## src/rtl/booth_pkg.sv

```systemverilog
// Shared types and sizing helpers for the sequential radix-2 Booth multiplier.
package booth_pkg;

  typedef enum logic [1:0] {
    IDLE,
    CALC,
    DONE
  } state_t;

  // Wide enough to hold WIDTH itself, so the step counter loads without wrapping.
  function automatic int count_width(input int width);
    return $clog2(width + 1);
  endfunction

endpackage

```

## src/rtl/booth_step.sv

```systemverilog
// One radix-2 Booth iteration: conditional add/subtract of M into A, then the
// arithmetic right shift of {A, Q, q_m1}.
module booth_step #(
  parameter int WIDTH = 8
) (
  input  logic [WIDTH:0]   a_i,
  input  logic [WIDTH-1:0] q_i,
  input  logic             qm1_i,
  input  logic [WIDTH-1:0] m_i,
  output logic [WIDTH:0]   a_o,
  output logic [WIDTH-1:0] q_o,
  output logic             qm1_o
);

  logic [WIDTH:0] m_ext;
  logic [WIDTH:0] operand;
  logic [WIDTH:0] sum;
  logic           do_add;
  logic           do_sub;

  assign do_sub = q_i[0] & ~qm1_i;
  assign do_add = ~q_i[0] & qm1_i;

  // Sign-extending M into the extra accumulator bit keeps -2^(WIDTH-1) exact.
  assign m_ext   = {m_i[WIDTH-1], m_i};
  assign operand = (m_ext ^ {(WIDTH+1){do_sub}}) & {(WIDTH+1){do_add | do_sub}};
  assign sum     = a_i + operand + {{WIDTH{1'b0}}, do_sub};

  assign a_o   = {sum[WIDTH], sum[WIDTH:1]};
  assign q_o   = {sum[0], q_i[WIDTH-1:1]};
  assign qm1_o = q_i[0];

endmodule

```

## src/rtl/booth_seq_mult.sv

```systemverilog
// Sequential Booth multiplier: valid/ready operand intake, WIDTH Booth steps,
// then the 2*WIDTH-bit signed product held until the consumer takes it.
//
// state | meaning
// IDLE  | ready for an operand pair; registers loaded on accept
// CALC  | one Booth step per clock, count down from WIDTH
// DONE  | product presented, held until out_ready
module booth_seq_mult
  import booth_pkg::*;
#(
  parameter int WIDTH = 8
) (
  input  logic               clk,
  input  logic               reset,
  input  logic               in_valid,
  output logic               in_ready,
  input  logic [WIDTH-1:0]   multiplicand,
  input  logic [WIDTH-1:0]   multiplier,
  output logic               out_valid,
  input  logic               out_ready,
  output logic [2*WIDTH-1:0] product
);

  localparam int CW = count_width(WIDTH);

  state_t           state_q, state_d;
  logic [WIDTH-1:0] m_q, m_d;
  logic [WIDTH-1:0] q_q, q_d;
  logic [WIDTH:0]   a_q, a_d;
  logic             qm1_q, qm1_d;
  logic [CW-1:0]    cnt_q, cnt_d;

  logic [WIDTH:0]   a_step;
  logic [WIDTH-1:0] q_step;
  logic             qm1_step;

  booth_step #(.WIDTH(WIDTH)) u_step (
    .a_i   (a_q),
    .q_i   (q_q),
    .qm1_i (qm1_q),
    .m_i   (m_q),
    .a_o   (a_step),
    .q_o   (q_step),
    .qm1_o (qm1_step)
  );

  always_ff @(posedge clk or posedge reset) begin
    if (reset) begin
      state_q <= IDLE;
      m_q     <= '0;
      q_q     <= '0;
      a_q     <= '0;
      qm1_q   <= 1'b0;
      cnt_q   <= '0;
    end else begin
      state_q <= state_d;
      m_q     <= m_d;
      q_q     <= q_d;
      a_q     <= a_d;
      qm1_q   <= qm1_d;
      cnt_q   <= cnt_d;
    end
  end

  always_comb begin
    state_d   = state_q;
    m_d       = m_q;
    q_d       = q_q;
    a_d       = a_q;
    qm1_d     = qm1_q;
    cnt_d     = cnt_q;
    in_ready  = 1'b0;
    out_valid = 1'b0;
    product   = '0;
    case (state_q)
      IDLE: begin
        // Held low while reset is asserted so nothing is offered during reset.
        in_ready = ~reset;
        if (in_valid && in_ready) begin
          m_d     = multiplicand;
          q_d     = multiplier;
          a_d     = '0;
          qm1_d   = 1'b0;
          cnt_d   = CW'(WIDTH);
          state_d = CALC;
        end
      end
      CALC: begin
        a_d   = a_step;
        q_d   = q_step;
        qm1_d = qm1_step;
        cnt_d = cnt_q - CW'(1);
        if (cnt_q == CW'(1)) begin
          state_d = DONE;
        end
      end
      DONE: begin
        out_valid = 1'b1;
        product   = {a_q[WIDTH-1:0], q_q};
        if (out_ready) begin
          state_d = IDLE;
        end
      end
      default: state_d = IDLE;
    endcase
  end

endmodule

```

## config.mk

```make
export PLATFORM = sky130hd
export DESIGN_NAME = booth_seq_mult
export DESIGN_NICKNAME = d
export VERILOG_FILES = /design/src/rtl/booth_pkg.sv /design/src/rtl/booth_step.sv /design/src/rtl/booth_seq_mult.sv
export SDC_FILE = /design/constraint.sdc
export NUM_CORES = 1
export LEC_CHECK = 0
export CAP_MARGIN = 10
export CELL_PAD_IN_SITES_DETAIL_PLACEMENT = 0
export CELL_PAD_IN_SITES_GLOBAL_PLACEMENT = 1
export CORE_UTILIZATION = 41
export CTS_BUF_LIST = sky130_fd_sc_hd__clkbuf_4 sky130_fd_sc_hd__clkbuf_8 sky130_fd_sc_hd__clkbuf_16
export DETAILED_ROUTE_END_ITERATION = 12
export HOLD_SLACK_MARGIN = 0.05
export PLACE_DENSITY_LB_ADDON = 0.1
export SKIP_CTS_REPAIR_TIMING = 1
export SLEW_MARGIN = 15
export SYNTH_ARGS = -nofsm -noshare
export SYNTH_HDL_FRONTEND = slang
export SYNTH_SLANG_ARGS = --single-unit
```

## constraint.sdc

```tcl
create_clock -name clk -period 4.1 [get_ports clk]
set_input_delay 0.615 -clock clk [delete_from_list [all_inputs] [get_ports clk]]
set_output_delay 0.615 -clock clk [all_outputs]
set_load 0.02 [all_outputs]
```

==> results of run 1 <==
-- routing by layer --
layer	GRT usage (%)	vias up
li1	-	769
met1	22.5	721
met2	30.6	32
met3	5.67	8
met4	7.71	0
met5	0	-
-- worst register-to-register path: stages (launching register included) --
cell and delay [ps]:
dfrtp_1 360, inv_1 80, ha_1 480, xnor2_1 130
nor2_1 140, fa_1 240, inv_1 60, fa_1 390
nand2b_1 170, a21oi_1 170, o21ai_0 130, a21oi_1 140
o21ai_1 70
-- final cells by class --
cell class / instances / area (um2)
Clock inverter: 2 / 35.0
Fill cell: 395 / 1990
Inverter: 8 / 30.0
Multi-Input combinational cell: 160 / 1000
Clock buffer: 6 / 82.6
Timing Repair Buffer: 38 / 378
Tap cell: 52 / 65.1
Sequential cell: 31 / 776
-- worst paths after layout --
kind                             from    endpoint  slack [ps]  depth (start not counted)
max in group asynchronous       reset      m_q[6]        3040                          3
setup reg to reg                qm1_q      a_q[7]        1390                         12
min in group asynchronous       reset      a_q[1]         770                          3
setup / recovery           state_q[1]  product[9]        1110                          4
hold / removal               cnt_q[3]    cnt_q[3]         480                          1
hold reg to reg              cnt_q[3]    cnt_q[3]         480                          1
-- flip-flops by register name (all words and copies together), names as in the netlist --
| name | flops |
|---|---|
| a_q | 8 |
| m_q | 8 |
| q_q | 8 |
| cnt_q | 4 |
| state_q | 2 |
| qm1_q | 1 |
-- power breakdown --
| group | switching (mW) | internal, mW |
|---|---|---|
| clock network | 0.114 | 0.196 |
| registers | 0.112 | 0.462 |
| logic | 0.562 | 0.439 |
-- synthesized netlist by cell type, drive strengths merged, types with 2 or more instances --
cell type	number	share of area [%]
a211oi	2	1.1
a21o	2	0.87
a21oi	5	1.3
a22oi	7	2.8
and2	16	5.4
buf	7	2.7
clkbuf	3	0.60
dfrtp	31	42
fa	2	2.1
ha	10	6.7
inv	8	1.6
nand2	46	9.2
nand2b	4	1.3
nand3	10	2.7
nor2	11	2.6
nor2b	2	0.67
nor3	2	0.80
nor3b	2	0.80
o211ai	2	1.1
o21ai	17	4.6
xnor2	7	3.3
xor2	5	2.3
-- stage by stage --
stage	power [mW]	area, um2	hold WS (ps)
floorplan	1.37	1870	446
global placement	1.55	2250	461
detailed placement	1.59	2250	465
CTS	1.91	2370	474
global route	2.08	2370	502
finish	1.88	2370	478
-- logic make-up after synthesis --
logic type / synth area share [%]
buffers and inverters: 4.89
AOI/OAI and AO/OA: 14.5
and+or+nand+nor: 24.6
xor gates and xnor gates: 5.63
DFF: 41.6
adders and majority gates: 8.85
==> flow_metrics.tcl, run 1 <==
set metrics [dict create \
    cts_tree "built" \
    worst_pin_slew_ps 1040 \
    numCtsBuffers 5 \
    arrival_ps 2380 \
    num_rows 24 \
    critical_path.cell_chain "nor2b_1 > inv_1 > nor2_1 > clkdlybuf4s50_1" \
    min_period_ps 2990 \
    via_per_inst 5.15 \
    grt_first_pass_wirelength_um 7020 \
    cp.required_ps 3480 \
    initial_core_util_pct 42.9 \
    ys.flop_type "dfrtp_1" \
    ys_seq_area_share_pct 41.6 \
    portBuffers 37 \
    syn_nets 241 \
    maxSlewHeadroom_pct 30.4 \
    finalSetupViolations 0 \
    wl_met3_um 168 \
    syn2layout_area_growth_pct 26.7 \
    synth_cell_type_count 38 \
    cts-root-buf "clkbuf_8" \
    cp_slowest_cell "nor2b_1" \
    grt-ovfl-total 0 \
    p_leak_nw 1.07 \
    hold_violations 0 \
    post-route-drc-count 0 \
    fin_skew_ps 7.27 \
    tns_ps 0 \
    dr.pass1.iters 4 \
    max_freq_mhz 334 \
    dp.cells 289 \
    dp_slack_ps 1380 \
    clk_path_buf_depth 2 \
    core_um2 4350 \
    final_util_pct 54.3 \
    gp_congestion 0.782 \
    cp.buffers_inverters 2 \
    yosys_warnings 0 \
    synth_edf_count 0 \
    synth_cells 209 \
    die_h_um 69.5 \
    avgSynthCellArea_um2 8.93 \
    post-dp-hpwl_um 2830 \
    detail-route-antenna-nets 0 \
    path_class "reg2out" \
    critPathTopFamily "simple AND/OR/NAND/NOR gates" \
    nets 276 \
    cap_violations 0 \
    outcome "finished, final reports clean" \
    layout.cells.non_filler 297 \
    power_density_nw_per_um2 797 \
    wl_per_cell_um 13.5 \
    io_pins 38 \
    clk-insertion-delay-late_ps 280 \
    crit_path_max_incr_delay_ps 840 \
    die-area_um2 4830 \
    setup_slack_ps 1110 \
    holdCritPathClass "reg2reg" \
    rsz0062_at_grt "no" \
    crit_path_start_kind "register" \
    synthArstFlopShare_pct 100 \
    top_layer_used "met4" \
    vias 1530 \
    wl_met2_um 1920 \
    htreeDepth 2 \
    final_cell_mix "nand2_1, clkdlybuf4s50_1, dfrtp_1, and2_1" \
    diodes 0 \
    die_w_um 69.5 \
    fin_crit_sh_pct 73.0 \
    grt_pass1_vias 1504 \
    syn_area_um2 1870 \
    final_max_slew_viol_count 0 \
    wl_um 4010 \
    drt-initial-drc-count 56 \
    synth-seq-cells 31 \
    cts_sinks 31 \
    track_usage_pct 18.6 \
    crit_path_end_kind "output pin" \
    path_clk_slew_ps 60 \
    layout-drive-gt1-share_pct 6.94 \
    grt_max_degree 32 \
    cp_max_fo 17 \
    met1_length_um 1820 \
    final_common_cell "nand2_1" \
    grt_antenna_before_repair 0 \
    ir_worst_vdd_v 0.000388 \
]
Power figures use the tool's default switching activity.
==> run 2, diff against run 1 <==
CORE_UTILIZATION = 35   (was 41)
clock period = 2.45 ns   (was 4.1 ns; I/O delays follow)
==> run 2 against run 1 <==
Critical path type is now reg2reg. Die area up 17%. Sequential power grew 69%. Wire length is 4.8% higher. Sequential share of layout area down 1.8 points. Sequential cell count stayed put. Highest routed layer unchanged. Non-clock buffer count is 13 higher. Count of clock-buffer cells in the layout increased by 1. Largest cell class unchanged. Power rose by 76%. Largest power group unchanged.
==> flow_metrics.tcl, run 2 (synthesis gave the netlist of run 1 again) <==
set metrics [dict create \
    outcome "finished, final reports clean" \
    initial_core_util_pct 36.6 \
    portBuffers 37 \
    numCtsBuffers 5 \
    htreeDepth 2 \
    layout.cells.non_filler 328 \
    cts_tree "built" \
    ir_worst_vdd_v 0.000547 \
    placed_area_um2 2350 \
    die_w_um 75.0 \
    gp_congestion 0.808 \
    via_per_inst 4.67 \
    path_class "reg2reg" \
    dr.pass1.iters 5 \
    max_freq_mhz 439 \
    power_density_nw_per_um2 1320 \
    holdCritPathClass "reg2reg" \
    die_h_um 75.0 \
    hp-start "cnt_q[3]" \
    p_leak_nw 1.13 \
    syn2layout_area_growth_pct 34.2 \
    p_int_mw 1.92 \
    dp.cells 318 \
    min_period_ps 2280 \
    grt_first_pass_wirelength_um 6700 \
    hold_violations 0 \
    core_um2 5110 \
    swShare_pct 42.2 \
    worst_pin_slew_ps 547 \
    maxSlewHeadroom_pct 63.5 \
    tns_ps 0 \
    rsz0062_at_grt "no" \
    vias 1533 \
    nets 289 \
    grt-ovfl-total 0 \
    clk-insertion-delay-late_ps 280 \
    crit_path_start_kind "register" \
    cp-startpoint "q_q[0]" \
    final_max_slew_viol_count 0 \
    path_clk_slew_ps 70 \
    power_mw 3.31 \
    finalSetupViolations 0 \
    largestRegisters "a_q x8, m_q x8, q_q x8" \
    fin_skew_ps 5.47 \
    detail-route-antenna-nets 0 \
    io_pins 38 \
    layout-drive-gt1-share_pct 14.3 \
    crit_path_end_kind "register" \
    cp_max_fo 4 \
    diodes 0 \
    pwr-share-seq_pct 29.3 \
    grt_pass1_vias 1422 \
    worst_r2r_startpoint "q_q[0]" \
    clk_path_buf_depth 2 \
    die-area_um2 5630 \
    power.switching_mw 1.40 \
    cap_violations 0 \
    wl_per_cell_um 12.8 \
    wl_um 4200 \
    final_common_cell "nand2_1" \
    fin_crit_sh_pct 93.1 \
    final_cell_mix "nand2_1, clkdlybuf4s50_1, dfrtp_1, and2_1, buf_4" \
    grt_antenna_before_repair 0 \
    hold_slack_ps 485 \
    grt_max_degree 32 \
    cp.required_ps 2620 \
    post-route-drc-count 0 \
    cts_sinks 31 \
    power.share.combinational_pct 58.3 \
    post-dp-hpwl_um 2980 \
    p_clk_share_pct 12.4 \
    arrival_ps 2450 \
    num_rows 26 \
    fin_area_um2 2510 \
    track_usage_pct 16.3 \
    cts-root-buf "clkbuf_8" \
    drt-initial-drc-count 39 \
]
## run 2: changes by cell type in the layout (fill, tap and decap cells not counted), moves of 2 or more
cell,previous run,this run
a21oi_1,5,3
a21oi_2,0,2
buf_4,1,13
clkbuf_4,0,2
ha_1,10,8
ha_4,0,2
## run 2: metrics by stage
step	utilization, %	setup WS [ps]
floorplan	-	54.4
global placement	46.1	87.8
detailed placement	46.1	56.2
CTS	47.8	51.8
global route	49.1	5.99
finish	49.1	170
## run 2: layer usage
| layer | up-vias | share of wire, % | global-route usage, % |
|---|---|---|---|
| met1 | 706 | 48 | 21.0 |
| met2 | 33 | 46 | 26.2 |
| met4 | 0 | 0.95 | 5.66 |
| li1 | 790 | - | - |
| met5 | - | 0 | 0 |
| met3 | 4 | 4.8 | 4.69 |
## run 2: area by class of cell
class                           instances  area, um2
Sequential cell                        31        776
Fill cell                             524       2600
Timing Repair Buffer                   51        479
Inverter                                8       30.0
Clock inverter                          1       5.00
Multi-Input combinational cell        160       1040
Tap cell                               70       87.6
Clock buffer                            7       83.8
## run 2: critical path, stage by stage, from the launching register on
cell      delay [ps]
dfrtp_1          430
ha_4             190
xnor2_1          170
nor2_2            60
fa_2             370
buf_4            150
a211oi_4         240
buf_4            160
o21ai_1           80
o211ai_2          90
xor2_1           170
o21ai_1           70
## run 2: worst paths after layout
path / to / slack (ps) / cells past startpoint
min in group asynchronous: state_q[0] / 530 / 3
setup reg to reg: a_q[6] / 170 / 11
hold / removal: cnt_q[3] / 490 / 1
max in group asynchronous: q_q[0] / 1620 / 3
hold reg to reg: cnt_q[3] / 490 / 1
setup / recovery: a_q[6] / 170 / 11
## run 2: power groups by stage
stage	Sequential (mW)	Combinational [mW]	Clock, mW
after global placement	0.975	1.79	0
after CTS	0.967	1.81	0.426
after global routing	1.01	2.19	0.447
after floorplan	0.918	1.37	0
after detailed placement	0.976	1.79	0
final	0.970	1.93	0.412
==> run 3, diff against run 2 <==
SETUP_SLACK_MARGIN = 0.4   (was not set)
==> run 3 against run 2 <==
Wire length decreased by 2.6%. Clock power down 2%. Worst hold slack lost 8.9 ps. Global-route usage up 0.22 points. Cell area is 1.9% higher. Largest power group unchanged. First-iteration DRC count is 5.1% higher. Clock skew down 3.0 ps. Combinational power is essentially flat. Count of clock-buffer cells in the layout stayed put. Power is essentially flat. Maximum frequency increased by 1.0%. Critical path type unchanged. Highest routed layer unchanged. Sequential share of layout area decreased by 0.53 points.
==> flow_metrics.tcl, run 3 (synthesis gave the netlist of run 1 again) <==
set metrics [dict create \
    numCtsBuffers 5 \
    cts-root-buf "clkbuf_8" \
    finalSetupViolations 0 \
    worst_pin_slew_ps 573 \
    cp_max_fo 6 \
    num_rows 26 \
    cts_tree "built" \
    cts_sinks 31 \
    final_cell_mix "nand2_1, dfrtp_1, clkdlybuf4s50_1, dlymetal6s2s_1, and2_1" \
    grt_antenna_before_repair 0 \
    cp.required_ps 2620 \
    clk_path_buf_depth 2 \
    setup_slack_ps 194 \
    largestRegisters "a_q x8, m_q x8, q_q x8" \
    worst_r2r_startpoint "q_q[0]" \
    syn2layout_area_growth_pct 36.8 \
    post-dp-hpwl_um 2930 \
    holdCritPathClass "reg2reg" \
    hold_violations 0 \
    die_w_um 75.0 \
    rsz0062_at_grt "yes" \
    crit_path_end_kind "register" \
    hp-start "cnt_q[3]" \
    dp.cells 312 \
    clk-insertion-delay-late_ps 280 \
    io_pins 38 \
    maxSlewHeadroom_pct 61.8 \
    layout-drive-gt1-share_pct 16.2 \
    diodes 0 \
    track_usage_pct 16.5 \
    path_class "reg2reg" \
    dr.pass1.iters 3 \
    outcome "finished, final reports clean" \
    final_common_cell "nand2_1" \
    layout.cells.non_filler 323 \
    cp-startpoint "q_q[0]" \
    gp_congestion 0.835 \
    via_per_inst 4.80 \
    cap_violations 0 \
    grt_first_pass_wirelength_um 6830 \
    arrival_ps 2420 \
    die-area_um2 5630 \
    drt-initial-drc-count 41 \
    htreeDepth 2 \
    fin_skew_ps 2.42 \
    wl_um 4090 \
    tns_ps 0 \
    grt-ovfl-total 0 \
    post-route-drc-count 0 \
    portBuffers 37 \
    path_clk_slew_ps 60 \
    dp_slack_ps 144 \
    min_period_ps 2260 \
    grt_max_degree 32 \
    ir_worst_vdd_v 0.000539 \
    die_h_um 75.0 \
    grt_pass1_vias 1521 \
    vias 1552 \
    fin_crit_sh_pct 92.1 \
    max_freq_mhz 443 \
    core_um2 5110 \
    final_max_slew_viol_count 0 \
    initial_core_util_pct 36.6 \
    p_leak_nw 1.43 \
    crit_path_start_kind "register" \
    power_density_nw_per_um2 1300 \
    detail-route-antenna-nets 0 \
    nets 284 \
    wl_per_cell_um 12.7 \
]
## run 3: worst paths after layout
path | cells past startpoint | to | slack (ps)
worst min register to register | 1 | cnt_q[3] | 480
max in group asynchronous | 3 | q_q[0] | 1600
min in group asynchronous | 3 | state_q[0] | 530
worst min-delay path | 1 | cnt_q[3] | 480
worst max-delay path | 11 | a_q[5] | 190
worst max register to register | 11 | a_q[5] | 190
## run 3: area by class of cell
cell class,count,area [um2]
Fill cell,515,2550
Multi-Input combinational cell,160,1090
Sequential cell,31,777
Timing Repair Buffer,46,480
Tap cell,70,87.6
Clock buffer,7,83.8
Inverter,8,30.0
Clock inverter,1,5.00
## run 3: through the flow
stage / hold WS (ps) / area (um2) / power (mW) / util [%]
floorplan: 446 / 1920 / 2.41 / -
global placement: 468 / 2360 / 2.79 / 46.1
detailed placement: 471 / 2360 / 2.81 / 46.1
CTS: 479 / 2440 / 3.24 / 47.9
global route: 500 / 2550 / 3.68 / 50.0
finish: 476 / 2550 / 3.31 / 50.0
## run 3: critical path, cell delays in order (launching register included)
cell	delay (ps)
dfrtp_2	430
ha_4	200
xnor2_2	140
nor2_2	70
fa_2	420
inv_2	70
fa_2	200
nand2b_4	140
a21oi_4	50
or3_1	300
nand2_1	70
o21ai_1	50
## run 3: layer usage
layer / share of wire, % / global-route usage (%) / vias to the layer above
met3: 4.6 / 3.75 / 5
li1: - / - / 782
met1: 45 / 18.8 / 733
met2: 49 / 30.2 / 32
met4: 1.1 / 5.66 / 0
met5: 0 / 0 / -
## run 3: where the power goes
part | leakage (nW) | switching [mW] | internal, mW
combinational | 1.00 | 1.02 | 0.918
sequential | 0.382 | 0.196 | 0.774
clock | 0.0491 | 0.183 | 0.221
total | 1.43 | 1.40 | 1.91
